`src/rtl/pll_ctrl_pkg.sv`:
```
// Shared types and helpers for the PLL reconfiguration controller.
//   pll_state_e : sequencer state encoding
//   RW_DEF      : default divider field width
//   LOSS_W      : width of the saturating lock-loss counter
//   sat_inc     : saturating increment for the lock-loss counter
//   max2        : elaboration-time maximum used to size the shared timer
package pll_ctrl_pkg;

    typedef enum logic [2:0] {
        StRstHold  = 3'd0,
        StWaitLock = 3'd1,
        StStable   = 3'd2,
        StPhase    = 3'd3,
        StReady    = 3'd4,
        StError    = 3'd5
    } pll_state_e;

    localparam int unsigned RW_DEF = 10;
    localparam int unsigned LOSS_W = 8;

    function automatic logic [LOSS_W-1:0] sat_inc(input logic [LOSS_W-1:0] v);
        return (v == '1) ? v : v + LOSS_W'(1);
    endfunction

    function automatic int unsigned max2(input int unsigned a, input int unsigned b);
        return (a > b) ? a : b;
    endfunction

endpackage

```
`src/rtl/pll_lock_sync.sv`:
```
// Two-flop synchroniser for the asynchronous PLL LOCK output, plus a
// falling-edge detector on the synchronised level.
//   clk       in  : reference clock
//   rst       in  : asynchronous active-high reset
//   lock_raw  in  : raw LOCK from the PLL
//   lock_s    out : synchronised lock level (2 cycles latency)
//   lock_fall out : one-cycle pulse when lock_s goes 1 -> 0
module pll_lock_sync (
    input  logic clk,
    input  logic rst,
    input  logic lock_raw,
    output logic lock_s,
    output logic lock_fall
);

    logic meta;
    logic sync;
    logic sync_d;

    always_ff @(posedge clk or posedge rst) begin
        if (rst) begin
            meta   <= 1'b0;
            sync   <= 1'b0;
            sync_d <= 1'b0;
        end else begin
            meta   <= lock_raw;
            sync   <= meta;
            sync_d <= sync;
        end
    end

    assign lock_s    = sync;
    assign lock_fall = sync_d & ~sync;

endmodule

```
`src/rtl/pll_reconfig_ctrl.sv`:
```
// Sequencer for a dynamically reconfigurable PLL: power-up lock sequence,
// runtime divider reconfiguration followed by an optional fine phase shift,
// and lock supervision (timeout, retry, error, loss counting).
//   clk, rst            : reference clock, asynchronous active-high reset
//   cfg_valid/ready     : reconfiguration handshake
//   cfg_ratioi/f/o      : requested dividers (ratioo ch0 in LSBs)
//   cfg_phase_ch/dir/cnt: requested phase shift (cnt = 0 or ch >= N_OUT skips it)
//   pll_lock            : raw asynchronous LOCK
//   pll_rst, pll_ratio* : PLL reset and divider ports
//   pll_phase_*         : PLL phase-step ports (step_n is an active-low pulse)
//   locked, busy, err   : status; err is sticky until rst or an accepted cfg
//   lock_loss_cnt       : saturating count of lock drops while locked
module pll_reconfig_ctrl
    import pll_ctrl_pkg::*;
#(
    parameter int unsigned N_OUT         = 2,
    parameter int unsigned RW            = RW_DEF,
    parameter int unsigned DEF_RATIOI    = 2,
    parameter int unsigned DEF_RATIOF    = 25,
    parameter int unsigned DEF_RATIOO    = 5,
    parameter int unsigned RST_CYCLES    = 64,
    parameter int unsigned LOCK_TIMEOUT  = 65536,
    parameter int unsigned STABLE_CYCLES = 1024,
    parameter int unsigned MAX_RETRY     = 3,
    parameter int unsigned STEP_GAP      = 8
) (
    input  logic                  clk,
    input  logic                  rst,
    input  logic                  cfg_valid,
    output logic                  cfg_ready,
    input  logic [RW-1:0]         cfg_ratioi,
    input  logic [RW-1:0]         cfg_ratiof,
    input  logic [N_OUT*RW-1:0]   cfg_ratioo,
    input  logic [2:0]            cfg_phase_ch,
    input  logic                  cfg_phase_dir,
    input  logic [7:0]            cfg_phase_cnt,
    input  logic                  pll_lock,
    output logic                  pll_rst,
    output logic [RW-1:0]         pll_ratioi,
    output logic [RW-1:0]         pll_ratiof,
    output logic [N_OUT*RW-1:0]   pll_ratioo,
    output logic [2:0]            pll_phase_sel,
    output logic                  pll_phase_dir,
    output logic                  pll_phase_step_n,
    output logic                  locked,
    output logic                  busy,
    output logic                  err,
    output logic [LOSS_W-1:0]     lock_loss_cnt
);

    // One down-counter serves all timed phases, so size it for the longest.
    localparam int unsigned TMAX = max2(max2(RST_CYCLES, LOCK_TIMEOUT),
                                        max2(STABLE_CYCLES, STEP_GAP));
    localparam int unsigned CW   = $clog2(TMAX + 1);
    localparam int unsigned RTW  = (MAX_RETRY < 1) ? 1 : $clog2(MAX_RETRY + 1);

    localparam logic [CW-1:0] T_RST     = CW'(RST_CYCLES - 1);
    localparam logic [CW-1:0] T_TIMEOUT = CW'(LOCK_TIMEOUT - 1);
    localparam logic [CW-1:0] T_STABLE  = CW'(STABLE_CYCLES - 1);
    localparam logic [CW-1:0] T_GAP     = CW'(STEP_GAP - 1);

    localparam logic [RW-1:0]       DEF_RI = RW'(DEF_RATIOI);
    localparam logic [RW-1:0]       DEF_RF = RW'(DEF_RATIOF);
    localparam logic [N_OUT*RW-1:0] DEF_RO = {N_OUT{RW'(DEF_RATIOO)}};

    pll_state_e          state;
    logic [CW-1:0]       timer;
    logic [RTW-1:0]      retry;
    logic [7:0]          steps_left;

    // Shadow copy of the latest accepted request; the PLL ports only pick
    // these up while the PLL is held in reset.
    logic [RW-1:0]       shd_ratioi;
    logic [RW-1:0]       shd_ratiof;
    logic [N_OUT*RW-1:0] shd_ratioo;
    logic [2:0]          ph_ch;
    logic                ph_dir;
    logic [7:0]          ph_cnt;

    logic lock_s;
    logic lock_fall;
    logic accept;
    logic ch_ok;
    logic lock_lost;

    pll_lock_sync u_lock_sync (
        .clk      (clk),
        .rst      (rst),
        .lock_raw (pll_lock),
        .lock_s   (lock_s),
        .lock_fall(lock_fall)
    );

    assign accept    = cfg_valid & cfg_ready;
    assign ch_ok     = 32'(cfg_phase_ch) < N_OUT;
    // Level check as well as edge: a drop during PHASE must not leave READY stuck.
    assign lock_lost = lock_fall | ~lock_s;

    always_ff @(posedge clk or posedge rst) begin
        if (rst) begin
            state            <= StRstHold;
            timer            <= T_RST;
            retry            <= '0;
            steps_left       <= '0;
            shd_ratioi       <= DEF_RI;
            shd_ratiof       <= DEF_RF;
            shd_ratioo       <= DEF_RO;
            ph_ch            <= '0;
            ph_dir           <= 1'b0;
            ph_cnt           <= '0;
            pll_rst          <= 1'b1;
            pll_ratioi       <= DEF_RI;
            pll_ratiof       <= DEF_RF;
            pll_ratioo       <= DEF_RO;
            pll_phase_sel    <= '0;
            pll_phase_dir    <= 1'b0;
            pll_phase_step_n <= 1'b1;
            cfg_ready        <= 1'b0;
            locked           <= 1'b0;
            busy             <= 1'b1;
            err              <= 1'b0;
            lock_loss_cnt    <= '0;
        end else begin
            pll_phase_step_n <= 1'b1;

            case (state)
                StRstHold: begin
                    pll_rst    <= 1'b1;
                    pll_ratioi <= shd_ratioi;
                    pll_ratiof <= shd_ratiof;
                    pll_ratioo <= shd_ratioo;
                    if (timer == '0) begin
                        state   <= StWaitLock;
                        timer   <= T_TIMEOUT;
                        pll_rst <= 1'b0;
                    end else begin
                        timer <= timer - CW'(1);
                    end
                end

                StWaitLock: begin
                    if (lock_s) begin
                        state <= StStable;
                        timer <= T_STABLE;
                    end else if (timer == '0) begin
                        pll_rst <= 1'b1;
                        if (retry == RTW'(MAX_RETRY)) begin
                            state     <= StError;
                            err       <= 1'b1;
                            busy      <= 1'b0;
                            cfg_ready <= 1'b1;
                        end else begin
                            retry <= retry + RTW'(1);
                            state <= StRstHold;
                            timer <= T_RST;
                        end
                    end else begin
                        timer <= timer - CW'(1);
                    end
                end

                StStable: begin
                    if (!lock_s) begin
                        state <= StWaitLock;
                        timer <= T_TIMEOUT;
                    end else if (timer == '0) begin
                        if (ph_cnt != '0) begin
                            // First pulse issues on entry; the request is consumed
                            // so a later relock does not repeat the shift.
                            state            <= StPhase;
                            pll_phase_sel    <= ph_ch;
                            pll_phase_dir    <= ph_dir;
                            pll_phase_step_n <= 1'b0;
                            steps_left       <= ph_cnt - 8'd1;
                            ph_cnt           <= '0;
                            timer            <= T_GAP;
                        end else begin
                            state     <= StReady;
                            locked    <= 1'b1;
                            busy      <= 1'b0;
                            cfg_ready <= 1'b1;
                        end
                    end else begin
                        timer <= timer - CW'(1);
                    end
                end

                StPhase: begin
                    if (timer == '0) begin
                        if (steps_left == '0) begin
                            state     <= StReady;
                            locked    <= 1'b1;
                            busy      <= 1'b0;
                            cfg_ready <= 1'b1;
                        end else begin
                            pll_phase_step_n <= 1'b0;
                            steps_left       <= steps_left - 8'd1;
                            timer            <= T_GAP;
                        end
                    end else begin
                        timer <= timer - CW'(1);
                    end
                end

                StReady: begin
                    if (lock_lost) begin
                        lock_loss_cnt <= sat_inc(lock_loss_cnt);
                        locked        <= 1'b0;
                        busy          <= 1'b1;
                        cfg_ready     <= 1'b0;
                        retry         <= '0;
                        pll_rst       <= 1'b1;
                        state         <= StRstHold;
                        timer         <= T_RST;
                    end
                end

                StError: begin
                    pll_rst <= 1'b1;
                end

                default: begin
                    state   <= StRstHold;
                    timer   <= T_RST;
                    pll_rst <= 1'b1;
                end
            endcase

            // Accepted request overrides the state logic above (cfg wins over a
            // simultaneous lock loss, which is still counted in StReady).
            if (accept) begin
                shd_ratioi <= cfg_ratioi;
                shd_ratiof <= cfg_ratiof;
                shd_ratioo <= cfg_ratioo;
                ph_ch      <= cfg_phase_ch;
                ph_dir     <= cfg_phase_dir;
                ph_cnt     <= ch_ok ? cfg_phase_cnt : 8'd0;
                retry      <= '0;
                err        <= 1'b0;
                cfg_ready  <= 1'b0;
                locked     <= 1'b0;
                busy       <= 1'b1;
                pll_rst    <= 1'b1;
                state      <= StRstHold;
                timer      <= T_RST;
            end
        end
    end

endmodule

```
`config.mk`:
```
export PLATFORM = sky130hd
export DESIGN_NAME = pll_reconfig_ctrl
export DESIGN_NICKNAME = d
export VERILOG_FILES = /design/src/rtl/pll_ctrl_pkg.sv /design/src/rtl/pll_lock_sync.sv /design/src/rtl/pll_reconfig_ctrl.sv
export SDC_FILE = /design/constraint.sdc
export NUM_CORES = 1
export LEC_CHECK = 0
export ABC_AREA = 0
export BUFFER_PORTS_ARGS = -buffer_cell sky130_fd_sc_hd__buf_2
export CELL_PAD_IN_SITES_DETAIL_PLACEMENT = 1
export CELL_PAD_IN_SITES_GLOBAL_PLACEMENT = 1
export CORE_ASPECT_RATIO = 2
export CORE_MARGIN = 10
export CORE_UTILIZATION = 31
export DETAILED_ROUTE_END_ITERATION = 10
export PLACE_DENSITY_LB_ADDON = 0.1
export RECOVER_POWER = 50
export SLEW_MARGIN = 5
export SYNTH_ARGS = -nofsm -noshare
export SYNTH_HDL_FRONTEND = slang
export SYNTH_SLANG_ARGS = --single-unit
```
`constraint.sdc`:
```
create_clock -name clk -period 9.9 [get_ports clk]
set_input_delay 1.485 -clock clk [delete_from_list [all_inputs] [get_ports clk]]
set_output_delay 1.485 -clock clk [all_outputs]
set_load 0.03 [all_outputs]
```
-- Yosys cells after proc, flatten, opt, wreduce, memory -nomap -nowiden
Cells that the tools add are included.
- bits of input ports: 56
- register bits: 143
- logic and storage cells: 172
- eq/ne operators: 31
- bitwise logic cells: 5
- $lt $le $gt $ge: 1
- multiplexer cells: 79
- $add $sub $neg: 5
- reduce and logical (&&, ||, !) cells: 26
- operators by type and width (operator ; number):
    two-way mux 17 bit ; 11
    one-hot mux 17 bit (6 select lines) ; 1
    two-way mux 8 bit ; 11
    two-way mux 3 bit ; 11
    two-way mux 1 bit ; 32
    inequality test 3 bit (second input constant) ; 10
    one-hot mux 3 bit (6 select lines) ; 1
    zero test 17 bit ; 1
    subtractor 17 x 1 -> 17 bit (second input constant) ; 1
    one-hot mux 8 bit (2 select lines) ; 1
    AND reduction 4 bit ; 4
    subtractor 8 x 1 -> 8 bit (second input constant) ; 2
    AND reduction 7 bit ; 2
    nonzero test 2 bit ; 7
    inequality test 2 bit (second input constant) ; 6
    one-hot mux 1 bit (4 select lines) ; 3
    two-way mux 2 bit ; 5
    AND reduction 10 bit ; 1
    AND reduction 5 bit ; 2
    adder 8 x 1 -> 8 bit (second input constant) ; 1
    == test 8 bit (second input constant) ; 1
    zero test 8 bit ; 1
    inequality test 4 bit (second input constant) ; 2
    nonzero test 8 bit ; 1
    24 further kinds ; 29

-- Logic depth before layout (Yosys ltp)
- depth after elaboration: 6
- gate-level depth with buffers: 10

-- By module
A second synthesis with hierarchy kept.
- cell total of the unflattened synthesis: 668
- area total of the unflattened synthesis: 6751.5 µm²
- by module, submodules not included (module ; cells an instance ; area each (µm²) ; times used):
    pll_reconfig_ctrl ; 663 ; 6658.9 ; 1
    pll_lock_sync ; 5 ; 92.6 ; 1

-- Worst setup path after synthesis
No wires, ideal clock.
- path type: input -> register
- start: input port cfg_valid
- end: register timer[10]
- stages: 7
- required time: 9.773 ns
- setup time: 0.127 ns
- path buffers: 2
- arrival time: 2.604 ns
- setup slack: 7.169 ns
- cells stage by stage: and2_1 -> clkbuf_1 -> nor3_1 -> a21boi_0 -> clkbuf_1 -> o21ai_0 -> o2bb2ai_1
- cells in the longest elaborated chain, start to end: 3
- ends and longest elaborated chain (element ; RTL line ; text):
    start, declared ; pll_reconfig_ctrl.sv:29 ; input logic cfg_valid,
    AND 1 bit * ; pll_reconfig_ctrl.sv:94 ; assign accept = cfg_valid & cfg_ready;
    inequality test 5 bit (no source line), or another cell as far along ; -- ;
    AND reduction 5 bit (no source line) ; -- ;
    end signal, assigned ; pll_reconfig_ctrl.sv:137 ; timer <= timer - CW'(1);
    end signal, assigned ; pll_reconfig_ctrl.sv:158 ; timer <= timer - CW'(1);
    end signal, assigned ; pll_reconfig_ctrl.sv:184 ; timer <= timer - CW'(1);
    end, declared ; pll_reconfig_ctrl.sv:67 ; logic [CW-1:0] timer;
Every way passes the cells marked *; elsewhere a longest branch is shown, timed or not.
A chain may end at the register's enable or synchronous reset.

-- Worst setup path after layout
- start: input port cfg_valid
- end: register ph_cnt[5]
- cells in the longest elaborated chain, start to end: 3
- ends and longest elaborated chain (element ; RTL line ; text):
    AND 1 bit * ; pll_reconfig_ctrl.sv:94 ;
    nonzero test 2 bit (no source line) ; -- ;
    AND reduction 4 bit (no source line) ; -- ;
    end signal, assigned ; pll_reconfig_ctrl.sv:237 ; ph_cnt <= ch_ok ? cfg_phase_cnt : 8'd0;
    end, declared ; pll_reconfig_ctrl.sv:78 ; logic [7:0] ph_cnt;
Marked as above.

==> impl_metrics.ini <==
[cells_and_area]
final_cells = 1022
final_net_count = 804
n_antenna_cell = 0
num-fill-cells = 2411
synthToLayoutAreaGrowth_pct = 21.1
drive_above_1_share_pct = 28.6

[floorplanning]
fp.dieH_um = 225
dieArea_um2 = 27500
ioPinCount = 114
fp.coreArea_um2 = 20600
start_util_pct = 31.6
num_rows = 74
die_w_um = 122

[timing]
finalHoldViolations = 0
worst_slew_pin_slew_ns = 3.00
setup_viol = 0
fin_crit_ns = 4.40
slew_headroom_pct = -101
skew_ns = 0.00710
drv_slew = 143
rsz0062_at_grt = false
post-route-period-util_pct = 44.5
fin_tns_setup_ns = 0
max_freq_ghz = 0.227

[global_route]
antenna_found_initial = 1
grt_pass1_vias = 5920
grt_max_degree = 77
grt_pass1_wl_um = 33000
grt_overflow = 0
grt_use_total_pct = 15.5

[routing]
wl_per_cell_um = 20.2
drt_pre_antenna_iters = 4
drt_wl_total_um = 20600
num_vias = 5307
vias_per_cell = 5.19
drtIter0Drc = 161
drc = 0
ant_nets = 0

[setup_path]
ff2ff_path_depth = 4
end_kind = register
r2r-start = cfg_ready$_DFFE_PP0P_
regToRegSetupSlack_ns = 6.24
slowest_stage = clkbuf_1
cp_cell_sequence = clkbuf_1 -> and2_2 -> clkbuf_1 -> a31oi_1 -> a22o_1
critical_path_class = in -> reg
required_ns = 10.21
crit_top_cell = clkbuf_1
slowest_delay_ns = 1.85
worstPathArrival_ns = 4.72
critPathLaunch = cfg_valid
worstPathMaxFanout = 50
crit_path_start_kind = primary input
path_delay_family = buffers and inverters
crit_cells = 5
critical_path_buf_inv_count = 2

[clock_tree]
cts_buffers = 17
cts_buffer_depth = 2
hold_buffers = 0
insertion_delay_ns = 0.43
post_cts_buffers = 0
cts.sinks = 142
cts_tree = built
cts.clk_slew.worst_paths_ns = 0.06
cts_resized = 0
htree_levels = 4
cts_root_buf = clkbuf_16

[status]
failed_checks = max-capacitance violations, max-slew violations
status = finished, violations left

[synthesis]
synth_fp_nets = 695
synth_edf_count = 0
seq_area_frac_synth_pct = 55.1
yosysUniqueCellTypes = 60
avgSynthCellArea_um2 = 10.3
netlist_area_um2 = 6500
ys_async_sr_fraction_pct = 100
synth_cells = 634
synth_flop_cell = dfrtp_1
ys_seq_elements = 142
yosysWarnings = 0

[hold_path]
hold_depth = 0
hold_class = reg -> reg
hp-start = u_lock_sync.meta$_DFF_PP0_

[placed_design]
gp_congestion = 0.825
place_inst = 990
portBuffers = 113
dp_hpwl_um = 14900

[power_and_ir_drop]
vdd_drop_max_uv = 106
power_density_nw_per_um2 = 159
p_leak_nw = 3.85

[job]
cap_viol_max_count = 3
==> cell families after synthesis <==
family	after synthesis	synth area share, %
simple gates	266	18.5
buf+inv	39	2.56
xor+xnor	8	1.08
mux	58	9.93
flops	142	55.1
compound gates	116	11.8
fa+ha+maj	5	0.962
==> stage by stage <==
stage	power, mW	hold WS (ns)	worst slack (ns)	instance area, um^2	utilization [%]
2_1_floorplan	0.602	0.331	4.65	6500	-
3_3_place_gp	0.619	0.338	6.53	7330	35.7
3_5_place_dp	0.620	0.346	6.49	7330	35.7
4_1_cts	1.27	0.362	6.60	7920	38.5
5_1_grt	1.29	0.364	5.12	7880	38.3
6_report	1.25	0.358	5.50	7880	38.3
==> cells in the mapped netlist (5+ instances only) <==
library cell | number | area (um^2)
nand2_1 | 165 | 619
nand3_1 | 11 | 55.1
a31oi_1 | 9 | 56.3
mux2i_1 | 6 | 60.1
a22o_1 | 9 | 78.8
dfrtp_1 | 117 | 2930
inv_1 | 9 | 33.8
a21oi_1 | 20 | 100
nand4_1 | 9 | 56.3
o31ai_1 | 6 | 45.0
o2bb2ai_1 | 8 | 70.1
nand2b_1 | 5 | 31.3
dfstp_2 | 25 | 657
nor2_1 | 23 | 86.3
xnor2_1 | 6 | 52.6
mux2_2 | 52 | 586
o21ai_0 | 32 | 160
clkbuf_1 | 23 | 86.3
nor3_1 | 22 | 110
nor4_1 | 5 | 31.3
ha_1 | 5 | 62.6
a21o_1 | 8 | 60.1
==> worst paths after layout <==
| check | to |
|---|---|
| setup reg to reg | ph_cnt[5]$_DFFE_PP0P_ |
| hold reg to reg | u_lock_sync.lock_s$_DFF_PP0_ |
| setup / recovery | ph_cnt[5]$_DFFE_PP0P_ |
| max in group asynchronous | lock_loss_cnt[5]$_DFFE_PP0P_ |
| hold / removal | u_lock_sync.lock_s$_DFF_PP0_ |
| min in group asynchronous | shd_ratioo[1]$_DFFE_PP0P_ |
==> per-layer routing <==
layer | GRT usage [%] | part of all wire (%)
met5 | 0 | 0.063
met4 | 7.03 | 2.9
met3 | 4.69 | 4.8
met2 | 28.1 | 56
met1 | 15.8 | 36
==> where the power goes <==
part | internal, mW | switching, mW | total [mW]
registers | 0.581 | 0.00111 | 0.583
logic | 0.00844 | 0.0166 | 0.0250
clock network | 0.390 | 0.253 | 0.643
==> layout by cell type, fill, tap and decap left out, types with 4 or more instances in the layout <==
master and instances:
a21o_1 8, a21oi_1 20, a22o_1 9, a31oi_1 9
and3_1 4, buf_2 94, clkbuf_1 24, clkbuf_16 17
clkinv_2 4, dfrtp_1 117, dfstp_2 25, ha_1 5
inv_1 8, mux2_2 51, mux2i_1 6, nand2_1 164
nand2b_1 5, nand3_1 11, nand4_1 9, nor2_1 23
nor3_1 22, nor4_1 5, o21ai_0 32, o2bb2ai_1 8
o31ai_1 6, xnor2_1 6
==> area by class of cell <==
class / instances / area (um^2) / area share (%)
multi-input combinational: 453 / 2760 / 35.0
inverter: 10 / 38.8 / 0.493
clock buffer: 22 / 474 / 6.02
sequential: 142 / 3580 / 45.5
timing repair buffer: 119 / 576 / 7.31
tap: 266 / 333 / 4.23
clock inverter: 10 / 113 / 1.43
==> state kept, by name, indices dropped and copies added, names as in the netlist, 2 cells and up <==
signal and count:
pll_ratioi 10, lock_loss_cnt 8, pll_ratioo 20, pll_ratiof 10, timer 17, steps_left 8
ph_ch 3, ph_cnt 8, shd_ratioi 10, state 3, shd_ratioo 20, pll_phase_sel 3
shd_ratiof 10, retry 2
Note: power is estimated with default switching activity, not from simulation.
